$ cat src/rtl/disp_pkg.sv
// Shared constants and FSM encoding for the display formatter and its consumer.
package disp_pkg;

  localparam int unsigned N_DIGITS = 8;
  localparam int unsigned VAL_W    = 27;
  localparam int unsigned BCD_W    = 4 * N_DIGITS;
  localparam int unsigned N_ITER   = VAL_W;

  localparam logic [VAL_W-1:0] MAX_VAL = 27'd99_999_999;

  // Display codes, also decoded by the display consumer.
  localparam logic [3:0] DEF_CODE_ERR = 4'h1;
  localparam logic [3:0] DEF_CODE_OVF = 4'h2;

  typedef enum logic [1:0] {
    ST_IDLE,
    ST_CONVERT,
    ST_EMIT
  } state_t;

endpackage

$ cat src/rtl/disp_formatter_if.sv
// Request/result bundle between the calculator and the display formatter.
interface disp_formatter_if;

  logic                        start;
  logic [disp_pkg::VAL_W-1:0]  value;
  logic [2:0]                  frac_digits;
  logic                        err;
  logic                        busy;
  logic                        latch;
  logic                        done;
  logic                        mode;
  logic [2:0]                  dp;
  logic [3:0]                  codes;
  logic [disp_pkg::BCD_W-1:0]  num;

  modport master (
    output start, value, frac_digits, err,
    input  busy, latch, done, mode, dp, codes, num
  );

  modport slave (
    input  start, value, frac_digits, err,
    output busy, latch, done, mode, dp, codes, num
  );

endinterface

$ cat src/rtl/disp_formatter_bcd_digit_adj.sv
// Double-dabble digit correction: add 3 to a BCD digit of 5 or more.
module bcd_digit_adj (
  input  logic [3:0] d,
  output logic [3:0] q
);

  assign q = (d >= 4'd5) ? d + 4'd3 : d;

endmodule

$ cat src/rtl/disp_formatter.sv
// Formats a calculator result into 8 packed BCD digits or an error/overflow code.
module disp_formatter
  import disp_pkg::*;
#(
  parameter logic [3:0] CODE_ERR = DEF_CODE_ERR,
  parameter logic [3:0] CODE_OVF = DEF_CODE_OVF
) (
  input  logic            clk,
  input  logic            rst,
  disp_formatter_if.slave bus
);

  state_t             state;
  logic [VAL_W-1:0]   val_q;
  logic [BCD_W-1:0]   bcd_q;
  logic [BCD_W-1:0]   bcd_adj;
  logic [2:0]         frac_q;
  logic               code_path_q;
  logic [3:0]         code_q;
  logic [4:0]         iter_q;

  logic               busy_q;
  logic               latch_q;
  logic               mode_q;
  logic [2:0]         dp_q;
  logic [3:0]         codes_q;
  logic [BCD_W-1:0]   num_q;

  for (genvar g = 0; g < N_DIGITS; g++) begin : g_adj
    bcd_digit_adj u_adj (
      .d (bcd_q[4*g +: 4]),
      .q (bcd_adj[4*g +: 4])
    );
  end

  // Request FSM: capture, convert by double dabble, emit registered result.
  // latch is registered out of EMIT, so it trails the EMIT cycle by one edge;
  // busy is held through that latch cycle so a start there is also ignored.
  always_ff @(posedge clk or posedge rst) begin
    if (rst) begin
      state       <= ST_IDLE;
      val_q       <= '0;
      bcd_q       <= '0;
      frac_q      <= '0;
      code_path_q <= 1'b0;
      code_q      <= '0;
      iter_q      <= '0;
      busy_q      <= 1'b0;
      latch_q     <= 1'b0;
      mode_q      <= 1'b0;
      dp_q        <= '0;
      codes_q     <= '0;
      num_q       <= '0;
    end else begin
      case (state)
        ST_IDLE: begin
          latch_q <= 1'b0;
          busy_q  <= 1'b0;
          if (bus.start && !busy_q) begin
            busy_q      <= 1'b1;
            val_q       <= bus.value;
            frac_q      <= bus.frac_digits;
            bcd_q       <= '0;
            iter_q      <= '0;
            code_path_q <= 1'b0;
            code_q      <= '0;
            if (bus.err) begin
              code_path_q <= 1'b1;
              code_q      <= CODE_ERR;
              state       <= ST_EMIT;
            end else if (bus.value > MAX_VAL) begin
              code_path_q <= 1'b1;
              code_q      <= CODE_OVF;
              state       <= ST_EMIT;
            end else begin
              state <= ST_CONVERT;
            end
          end
        end
        ST_CONVERT: begin
          // Values are bounded by MAX_VAL, so the top digit never carries out.
          assert (!bcd_adj[BCD_W-1]);
          bcd_q  <= {bcd_adj[BCD_W-2:0], val_q[VAL_W-1]};
          val_q  <= {val_q[VAL_W-2:0], 1'b0};
          iter_q <= iter_q + 5'd1;
          if (iter_q == 5'(N_ITER - 1)) state <= ST_EMIT;
        end
        ST_EMIT: begin
          latch_q <= 1'b1;
          state   <= ST_IDLE;
          if (code_path_q) begin
            mode_q  <= 1'b1;
            codes_q <= code_q;
            num_q   <= '0;
            dp_q    <= '0;
          end else begin
            mode_q  <= 1'b0;
            codes_q <= '0;
            num_q   <= bcd_q;
            dp_q    <= frac_q;
          end
        end
        default: state <= ST_IDLE;
      endcase
    end
  end

  assign bus.busy  = busy_q;
  assign bus.latch = latch_q;
  assign bus.done  = latch_q;
  assign bus.mode  = mode_q;
  assign bus.dp    = dp_q;
  assign bus.codes = codes_q;
  assign bus.num   = num_q;

endmodule

$ cat src/flat_wrapper.sv
// flat-port wrapper written by rule: the top's interface ports become plain ports
module disp_formatter_flat import disp_pkg::*;
#(
  parameter logic [3:0] CODE_ERR = DEF_CODE_ERR,
  parameter logic [3:0] CODE_OVF = DEF_CODE_OVF
)
  (clk, rst, bus_start, bus_value, bus_frac_digits, bus_err, bus_busy, bus_latch, bus_done, bus_mode, bus_dp, bus_codes, bus_num);
  disp_formatter_if bus_i ();
  input  logic clk;
  input  logic rst;
  input wire logic [$bits(bus_i.start)-1:0] bus_start;
  input wire logic [$bits(bus_i.value)-1:0] bus_value;
  input wire logic [$bits(bus_i.frac_digits)-1:0] bus_frac_digits;
  input wire logic [$bits(bus_i.err)-1:0] bus_err;
  output wire logic [$bits(bus_i.busy)-1:0] bus_busy;
  output wire logic [$bits(bus_i.latch)-1:0] bus_latch;
  output wire logic [$bits(bus_i.done)-1:0] bus_done;
  output wire logic [$bits(bus_i.mode)-1:0] bus_mode;
  output wire logic [$bits(bus_i.dp)-1:0] bus_dp;
  output wire logic [$bits(bus_i.codes)-1:0] bus_codes;
  output wire logic [$bits(bus_i.num)-1:0] bus_num;
  assign bus_i.start = bus_start;
  assign bus_i.value = bus_value;
  assign bus_i.frac_digits = bus_frac_digits;
  assign bus_i.err = bus_err;
  assign bus_busy = bus_i.busy;
  assign bus_latch = bus_i.latch;
  assign bus_done = bus_i.done;
  assign bus_mode = bus_i.mode;
  assign bus_dp = bus_i.dp;
  assign bus_codes = bus_i.codes;
  assign bus_num = bus_i.num;
  disp_formatter #(.CODE_ERR(CODE_ERR), .CODE_OVF(CODE_OVF)) u_core (.clk(clk), .rst(rst), .bus(bus_i));
endmodule
$ cat config.mk
export PLATFORM = sky130hd
export DESIGN_NAME = disp_formatter_flat
export DESIGN_NICKNAME = d
export VERILOG_FILES = /design/src/rtl/disp_pkg.sv /design/src/rtl/disp_formatter_if.sv /design/src/rtl/disp_formatter_bcd_digit_adj.sv /design/src/rtl/disp_formatter.sv /design/src/flat_wrapper.sv
export SDC_FILE = /design/constraint.sdc
export NUM_CORES = 1
export LEC_CHECK = 0
export ABC_AREA = 1
export BUFFER_PORTS_ARGS = -buffer_cell sky130_fd_sc_hd__buf_2
export CAP_MARGIN = 15
export CORE_ASPECT_RATIO = 0.75
export CORE_MARGIN = 3
export CORE_UTILIZATION = 58
export DETAILED_ROUTE_END_ITERATION = 12
export PLACE_DENSITY = 0.9
export SETUP_SLACK_MARGIN = 0.2
export SKIP_CTS_REPAIR_TIMING = 1
export SLEW_MARGIN = 20
export SYNTH_ARGS = -nofsm -noshare
export SYNTH_HDL_FRONTEND = slang
export SYNTH_HIERARCHICAL = 1
export SYNTH_SLANG_ARGS = --single-unit
export TNS_END_PERCENT = 10
$ cat constraint.sdc
create_clock -name clk -period 3.9 [get_ports clk]
set_input_delay 0.585 -clock clk [delete_from_list [all_inputs] [get_ports clk]]
set_output_delay 0.585 -clock clk [all_outputs]
set_load 0.05 [all_outputs]
After elaboration in Yosys (flattened, before gate mapping)
Index checks and enable logic that the tools add are counted.

Flip-flop bits (word level): 116. Input bits: 34.

Eq/ne operators: 5. Reductions and logical operators: 8. $add $sub $neg: 9. Mux-type cells: 29. $lt $le $gt $ge: 9.

Operators with widths (number): two-way mux 32 bit (2); case mux 32 bit (2 select lines) (1); case mux 27 bit (2 select lines) (1); two-way mux 4 bit (9); >= comparator 4 x 3 -> 1 bit, second input constant (8); adder 4 x 2 -> 4 bit, second input constant (7); > comparator 27 bit, second input constant (1); two-way mux 27 bit (1); two-way mux 2 bit (5); case mux 5 bit (2 select lines) (1); two-way mux 3 bit (2); AND reduction 2 bit (3); adder 5 x 1 -> 5 bit, second input constant (1); equality test 5 bit, second input constant (1); two-way mux 5 bit (1); two-way mux 1 bit (4); inequality test 2 x 1 -> 1 bit, second input constant (2); case mux 2 bit (2 select lines) (1); nonzero test 2 bit (2); adder 3 x 2 -> 3 bit, second input constant (1); equality test 2 x 1 -> 1 bit, second input constant (1); equality test 2 bit, second input constant (1); zero test 2 bit (1); case mux 1 bit (2 select lines) (1); 2 further kinds (2).

Depth between registers and ports, before layout
Gate-level depths: netlist (run 1).

Depth after elaboration: 5. Mapped depth: 10. Depth with buffers taken out: 10.

By module
The synthesis (run 1) kept the hierarchy.

By module, submodules not included: disp_formatter (area an instance 4645.7 um^2, cells each 503, sequential area each 2802.7 um^2, instances 1); bcd_digit_adj (area an instance 135.1 um^2, cells each 23, sequential area each 0.0 um^2, instances 8).

Worst setup path after synthesis (run 1)
No wires, ideal clock.

Path kind: register to output. Start: register u_core.latch_q (netlist: u_core/bus.done). End: output port bus_latch. Path buffers: 1. Data required time: 3.315 ns. Path slack: 2.411 ns. Stages on the path, launching flop included: 2. Arrival time: 0.904 ns. Cell sequence: dfrtp_1 -> buf_4.

RTL lines: start: declaration (RTL line disp_formatter.sv:23) `logic latch_q;`; start signal: assignment (RTL line disp_formatter.sv:49) `latch_q <= 1'b0;`; start signal: assignment (RTL line disp_formatter.sv:57) `latch_q <= 1'b0;`; start signal: assignment (RTL line disp_formatter.sv:89) `latch_q <= 1'b1;`; end: declaration (RTL line flat_wrapper.sv:16) `output wire logic [$bits(bus_i.latch)-1:0] bus_latch;`.

No word-level cell between the ends.

Worst setup path in the final report (run 1)
Start: register u_core.state[0]. End: register u_core.val_q[1].

Word-level cells in the longest chain between the ends: 3. Elaborated cells between the ends (all ways): 6.

RTL lines: start: declaration (RTL line disp_formatter.sv:13) `state_t state;`; start signal: assignment (RTL line disp_formatter.sv:41) `state <= ST_IDLE;`; start signal: assignment (RTL line disp_formatter.sv:70) `state <= ST_EMIT;`; start signal: assignment (RTL line disp_formatter.sv:74) `state <= ST_EMIT;`; zero test 2 bit or equality test 2 x 1 -> 1 bit (tied branches) (RTL line disp_formatter.sv:55) `case (state)`; inequality test 2 x 1 -> 1 bit (no line) or nonzero test 2 bit (tied branches); AND reduction 2 bit (no line); end signal: assignment (RTL line disp_formatter.sv:61) `val_q <= bus.value;`; end signal: assignment (RTL line disp_formatter.sv:84) `val_q <= {val_q[VAL_W-2:0], 1'b0};`; end: declaration (RTL line disp_formatter.sv:14) `logic [VAL_W-1:0] val_q;`.

Several ways; a longest one is shown, not always the timed one. A chain may end at the register's enable or synchronous reset.

==> results of run 1 <==
[layout make-up]
class / count / area (sq um) / area share, %
flip-flops and latches: 112 / 2800 / 43.8
repair buffers: 80 / 415 / 6.48
inverters: 81 / 309 / 4.82
clock buffers: 10 / 239 / 3.73
clock inverters: 5 / 57.6 / 0.898
well taps: 128 / 160 / 2.50
multi-input cells: 459 / 2420 / 37.8
[metal layers]
metal | GRT usage [%] | vias up
met4 | 8.96 | 0
met5 | 0 | -
met2 | 42.7 | 184
met1 | 30.3 | 2359
met3 | 6.84 | 33
li1 | - | 2311
[state kept, by name, indices dropped and copies added, names as in the netlist]
| register | cells |
|---|---|
| u_core/bus.codes | 2 |
| u_core/bus.done | 1 |
| u_core/bus.dp | 3 |
| u_core/bcd_q | 32 |
| u_core/code_path_q | 1 |
| u_core/bus.busy | 1 |
| u_core/bus.mode | 1 |
| u_core/bus.num | 32 |
| u_core/code_q | 2 |
| u_core/val_q | 27 |
| u_core/state | 2 |
| u_core/frac_q | 3 |
| u_core/iter_q | 5 |
[worst max-delay path: stages (launching register included)]
cell and delay (ps):
dfrtp_1 410, inv_2 120, nor2_4 50, inv_2 380, nand2_2 580, buf_4 400
nor2_1 130, nor2_1 60
[report_power, final]
part / internal, mW / switching [mW] / leakage (nW)
Clock: 0.511 / 0.410 / 0.137
Combinational: 0.763 / 1.84 / 1.53
Sequential: 1.62 / 0.383 / 1.43
Total: 2.89 / 2.63 / 3.10
[final timing paths]
kind,slack [ps],to,cells past startpoint,start
max,1650,u_core/val_q[1],7,u_core/state[0]
min in group clk,450,u_core/frac_q[1],3,bus_frac_digits[1]
min,380,u_core/bcd_q[31],2,rst
min reg2reg,470,u_core/bus.mode,2,u_core/bus.mode
max in group asynchronous,2850,u_core/bcd_q[29],3,rst
max reg2reg,1650,u_core/val_q[1],7,u_core/state[0]
[per-stage QoR]
step	instances	hold WS, ps	utilization (%)
2_1_floorplan	683	440	-
3_3_place_gp	860	455	65.6
3_5_place_dp	860	454	65.6
4_1_cts	875	450	68.8
5_1_grt	875	445	68.8
6_report	875	381	68.8
[cells in the final DEF (no fill, tap or decap), types with 2 or more instances in the layout]
master and count:
clkinvlp_4 3, o31ai_1 32, o22ai_1 26, nor2_4 17
nand2_1 164, buf_2 74, conb_1 2, a21oi_2 7
nor3_1 3, nand2_2 10, nand4_1 3, o21ai_2 8
nand3_1 14, dfrtp_1 111, inv_2 11, nor2_1 88
o21ai_0 55, buf_4 6, inv_1 69, a21oi_1 8
ha_1 18, clkbuf_16 9
==> flow_metrics.py, run 1 <==
metrics = {
    "sta": {
        "finalCriticalPeriod_ps": 2250,
        "setup_ws_ps": 1650,
        "hold_viol": 0,
        "fin_worst_skew_ps": 7.56,
        "fin_tns_setup_ps": 0,
        "worstMarginPinSlew_ps": 783,
        "grt_setup_unrepaired": "no",
        "finalSetupViolCount": 0,
        "period_share_pct": 57.8,
        "drv_slew": 0,
        "slew_headroom_pct": 47.6,
        "max_clock_freq_mhz": 444,
    },
    "floorplanning": {
        "die_h_um": 91.9,
        "std_cell_rows": 30,
        "fp.coreArea_sq_um": 9310,
        "io_pins": 77,
        "die_w_um": 120,
        "start_util_pct": 61.2,
        "die_area_sq_um": 11100,
    },
    "cts": {
        "cts_buffer_depth": 2,
        "clk_pin_slew_ps": 70,
        "clk_latency_ps": 360,
        "cts_root_buf": "clkbuf_16",
        "numClockSinks": 112,
        "h-tree-depth": 3,
        "cts_tree": "yes",
        "cts_buffers": 9,
    },
    "grt": {
        "grt_pass1_wl_um": 22400,
        "grt_util_all_layers_pct": 24.9,
        "grt_overflow": 0,
        "antenna_found_initial": 0,
        "grt_start_max_net_pins": 89,
        "grt_pass1_vias": 4951,
    },
    "power_and_ir_drop": {
        "leakagePower_nw": 3.10,
        "p_per_area_nw_per_um2": 863,
        "total_power_mw": 5.53,
        "ir_drop_mv": 0.553,
    },
    "detailed_routing": {
        "highest_layer": "met4",
        "met3_wirelength_um": 823,
        "drtIter0Drc": 370,
        "post-route-drc-count": 0,
        "wire_per_inst_um": 14.9,
        "wl_met2_um": 6630,
        "wl_um": 13000,
        "via_count": 4887,
        "met1_length_um": 5280,
        "drtPass1Iterations": 6,
        "postRouteAntennaNets": 0,
        "viasPerCell": 5.59,
    },
    "run": {
        "maxCapViolCount": 0,
    },
    "place": {
        "place_congestion": 0.861,
        "port_buffers": 74,
        "pre_cts_ws_ps": 1700,
        "dp_hpwl_um": 8990,
        "place_area_sq_um": 6110,
    },
    "synthesis": {
        "yosys_warnings": 6,
        "syn_area_sq_um": 5700,
        "netlist_instances": 682,
        "avgSynthCellArea_sq_um": 8.36,
    },
    "layout": {
        "finalNetCount": 795,
        "n_antenna_cell": 0,
        "drive_above_1_share_pct": 20.2,
        "fillers": 704,
        "stdcell_area_sq_um": 6410,
        "syn2layout_area_growth_pct": 12.4,
    },
    "worst_setup_path": {
        "required_ps": 4150,
        "critPathArrivalTime_ps": 2500,
        "critPathLaunchType": "flip-flop",
        "end_kind": "flip-flop",
        "crit_type": "flip-flop to flip-flop",
        "crit_path_max_fanout": 45,
    },
    "worst_hold_path": {
        "hold_path.class": "primary input to async pin",
    },
    "outcome": {
        "status": "complete, no violations",
    },
}
Note: power is estimated with default switching activity, not from simulation.
==> inputs of run 2 (changes only) <==
- clock period: 3.9 -> 2.3 ns (I/O delays scaled with it)
==> flow_metrics.py, run 2 (same netlist as run 1, synthesis figures left out) <==
metrics = {
    "power_and_ir_drop": {
        "p_per_area_nw_per_um2": 1480,
        "total_power_mw": 9.56,
        "leakagePower_nw": 3.14,
        "ir_drop_mv": 0.845,
    },
    "place": {
        "port_buffers": 74,
        "place_area_sq_um": 6170,
        "place_congestion": 0.805,
        "dp.cells": 865,
        "dp_hpwl_um": 9100,
        "pre_cts_ws_ps": 599,
    },
    "worst_setup_path": {
        "r2r-end": "u_core/bus.num[19]",
        "crit_type": "flip-flop to flip-flop",
        "reg2reg_from": "u_core/state[0]",
        "critPathArrivalTime_ps": 1970,
        "max_stage_delay_ps": 420,
        "end_kind": "flip-flop",
        "worst-r2r-cell-count": 4,
        "crit_path_top_delay_cell": "dfrtp_1",
        "critPathLaunchType": "flip-flop",
        "setup.worst_path.end": "u_core/bus.num[19]",
        "crit_path_max_fanout": 41,
        "r2r_slack_ps": 570,
        "required_ps": 2540,
        "startpoint": "u_core/state[0]",
        "path_cells": "inv_2 > nand2_2 > buf_4 > o31ai_1",
    },
    "grt": {
        "grt_overflow": 0,
        "grt_pass1_wl_um": 22200,
        "grt_start_max_net_pins": 77,
        "grt_util_all_layers_pct": 24.9,
        "antenna_found_initial": 0,
        "grt_pass1_vias": 4840,
    },
    "detailed_routing": {
        "wire_per_inst_um": 14.9,
        "viasPerCell": 5.49,
        "wl_um": 13100,
        "postRouteAntennaNets": 0,
        "post-route-drc-count": 0,
        "drtPass1Iterations": 5,
        "drtIter0Drc": 404,
        "via_count": 4825,
    },
    "cts": {
        "cts_root_buf": "clkbuf_16",
        "cts_buffer_depth": 2,
        "cts_buffers": 9,
        "numClockSinks": 112,
        "clk_pin_slew_ps": 70,
        "cts_tree": "yes",
        "h-tree-depth": 3,
        "clk_latency_ps": 350,
    },
    "layout": {
        "final_util_pct": 69.6,
        "stdcell_area_sq_um": 6480,
        "n_antenna_cell": 0,
        "finalNetCount": 800,
        "drive_above_1_share_pct": 20.5,
        "final_cell_mix": "nand2_1, dfrtp_1, nor2_1",
        "layout_commonest_cell": "nand2_1",
        "stdcell_count": 879,
        "syn2layout_area_growth_pct": 13.7,
    },
    "sta": {
        "slew_headroom_pct": 51.6,
        "worstMarginPinSlew_ps": 723,
        "setup_ws_ps": 569,
        "finalCriticalPeriod_ps": 1730,
        "finalSetupViolCount": 0,
        "hold_viol": 0,
        "timing.hold.ws_ps": 89.6,
        "period_share_pct": 75.3,
        "fin_tns_setup_ps": 0,
        "max_clock_freq_mhz": 578,
        "grt_setup_unrepaired": "no",
        "drv_slew": 0,
        "fin_worst_skew_ps": 9.82,
    },
    "floorplanning": {
        "die_h_um": 91.9,
        "start_util_pct": 61.2,
        "die_area_sq_um": 11100,
        "std_cell_rows": 30,
        "io_pins": 77,
        "die_w_um": 120,
        "fp.coreArea_sq_um": 9310,
    },
    "worst_hold_path": {
        "hold_path.class": "primary input to async pin",
    },
    "run": {
        "maxCapViolCount": 0,
    },
    "outcome": {
        "status": "complete, no violations",
    },
}
==> run 2: cell types whose count changed in the layout (fill, tap and decap cells not counted), sizes merged <==
| cell | delta |
|---|---|
| clkinvlp | -2 |
| buf | +5 |
| clkinv | +1 |
| inv | -1 |
| bufinv | +1 |
==> run 2: area by class of cell <==
class | instances | area [sq um]
fillers | 714 | 2830
well taps | 128 | 160
clock inverters | 4 | 70.1
inverters | 81 | 308
multi-input cells | 459 | 2420
clock buffers | 10 | 239
repair buffers | 85 | 478
flip-flops and latches | 112 | 2800
==> run 2: worst min-delay path by stage <==
| stage | from | to | slack [ps] | cells after the start |
|---|---|---|---|---|
| final | rst | u_core/bcd_q[31] | 90 | 3 |
| after global routing | rst | u_core/bus.num[26] | 150 | 3 |
| after CTS | rst | u_core/bcd_q[31] | 120 | 3 |
| after detailed placement | u_core/iter_q[4] | u_core/iter_q[4] | 460 | 1 |
| after global placement | u_core/iter_q[4] | u_core/iter_q[4] | 450 | 1 |
| after floorplan | u_core/iter_q[4] | u_core/iter_q[4] | 440 | 1 |
==> run 2: layer usage <==
layer | wire (um) | track usage (%)
met1 | 5560 | 31.9
met2 | 6570 | 41.2
met3 | 664 | 5.43
met4 | 307 | 10.0
met5 | 0 | 0
==> run 2: critical path, delay by kind of cell, from the launching register on <==
kind	cells	cell delay (ps)
AO/OA/AOI/OAI	1	260
buffers and inverters	2	520
flip-flops	1	420
AND/OR/NAND/NOR	1	410
==> run 2: power by group <==
group / leakage, nW / internal, mW / total (mW) / switching [mW]
clock: 0.154 / 0.968 / 1.64 / 0.671
sequential: 1.43 / 2.75 / 3.36 / 0.613
combinational: 1.56 / 1.38 / 4.56 / 3.19
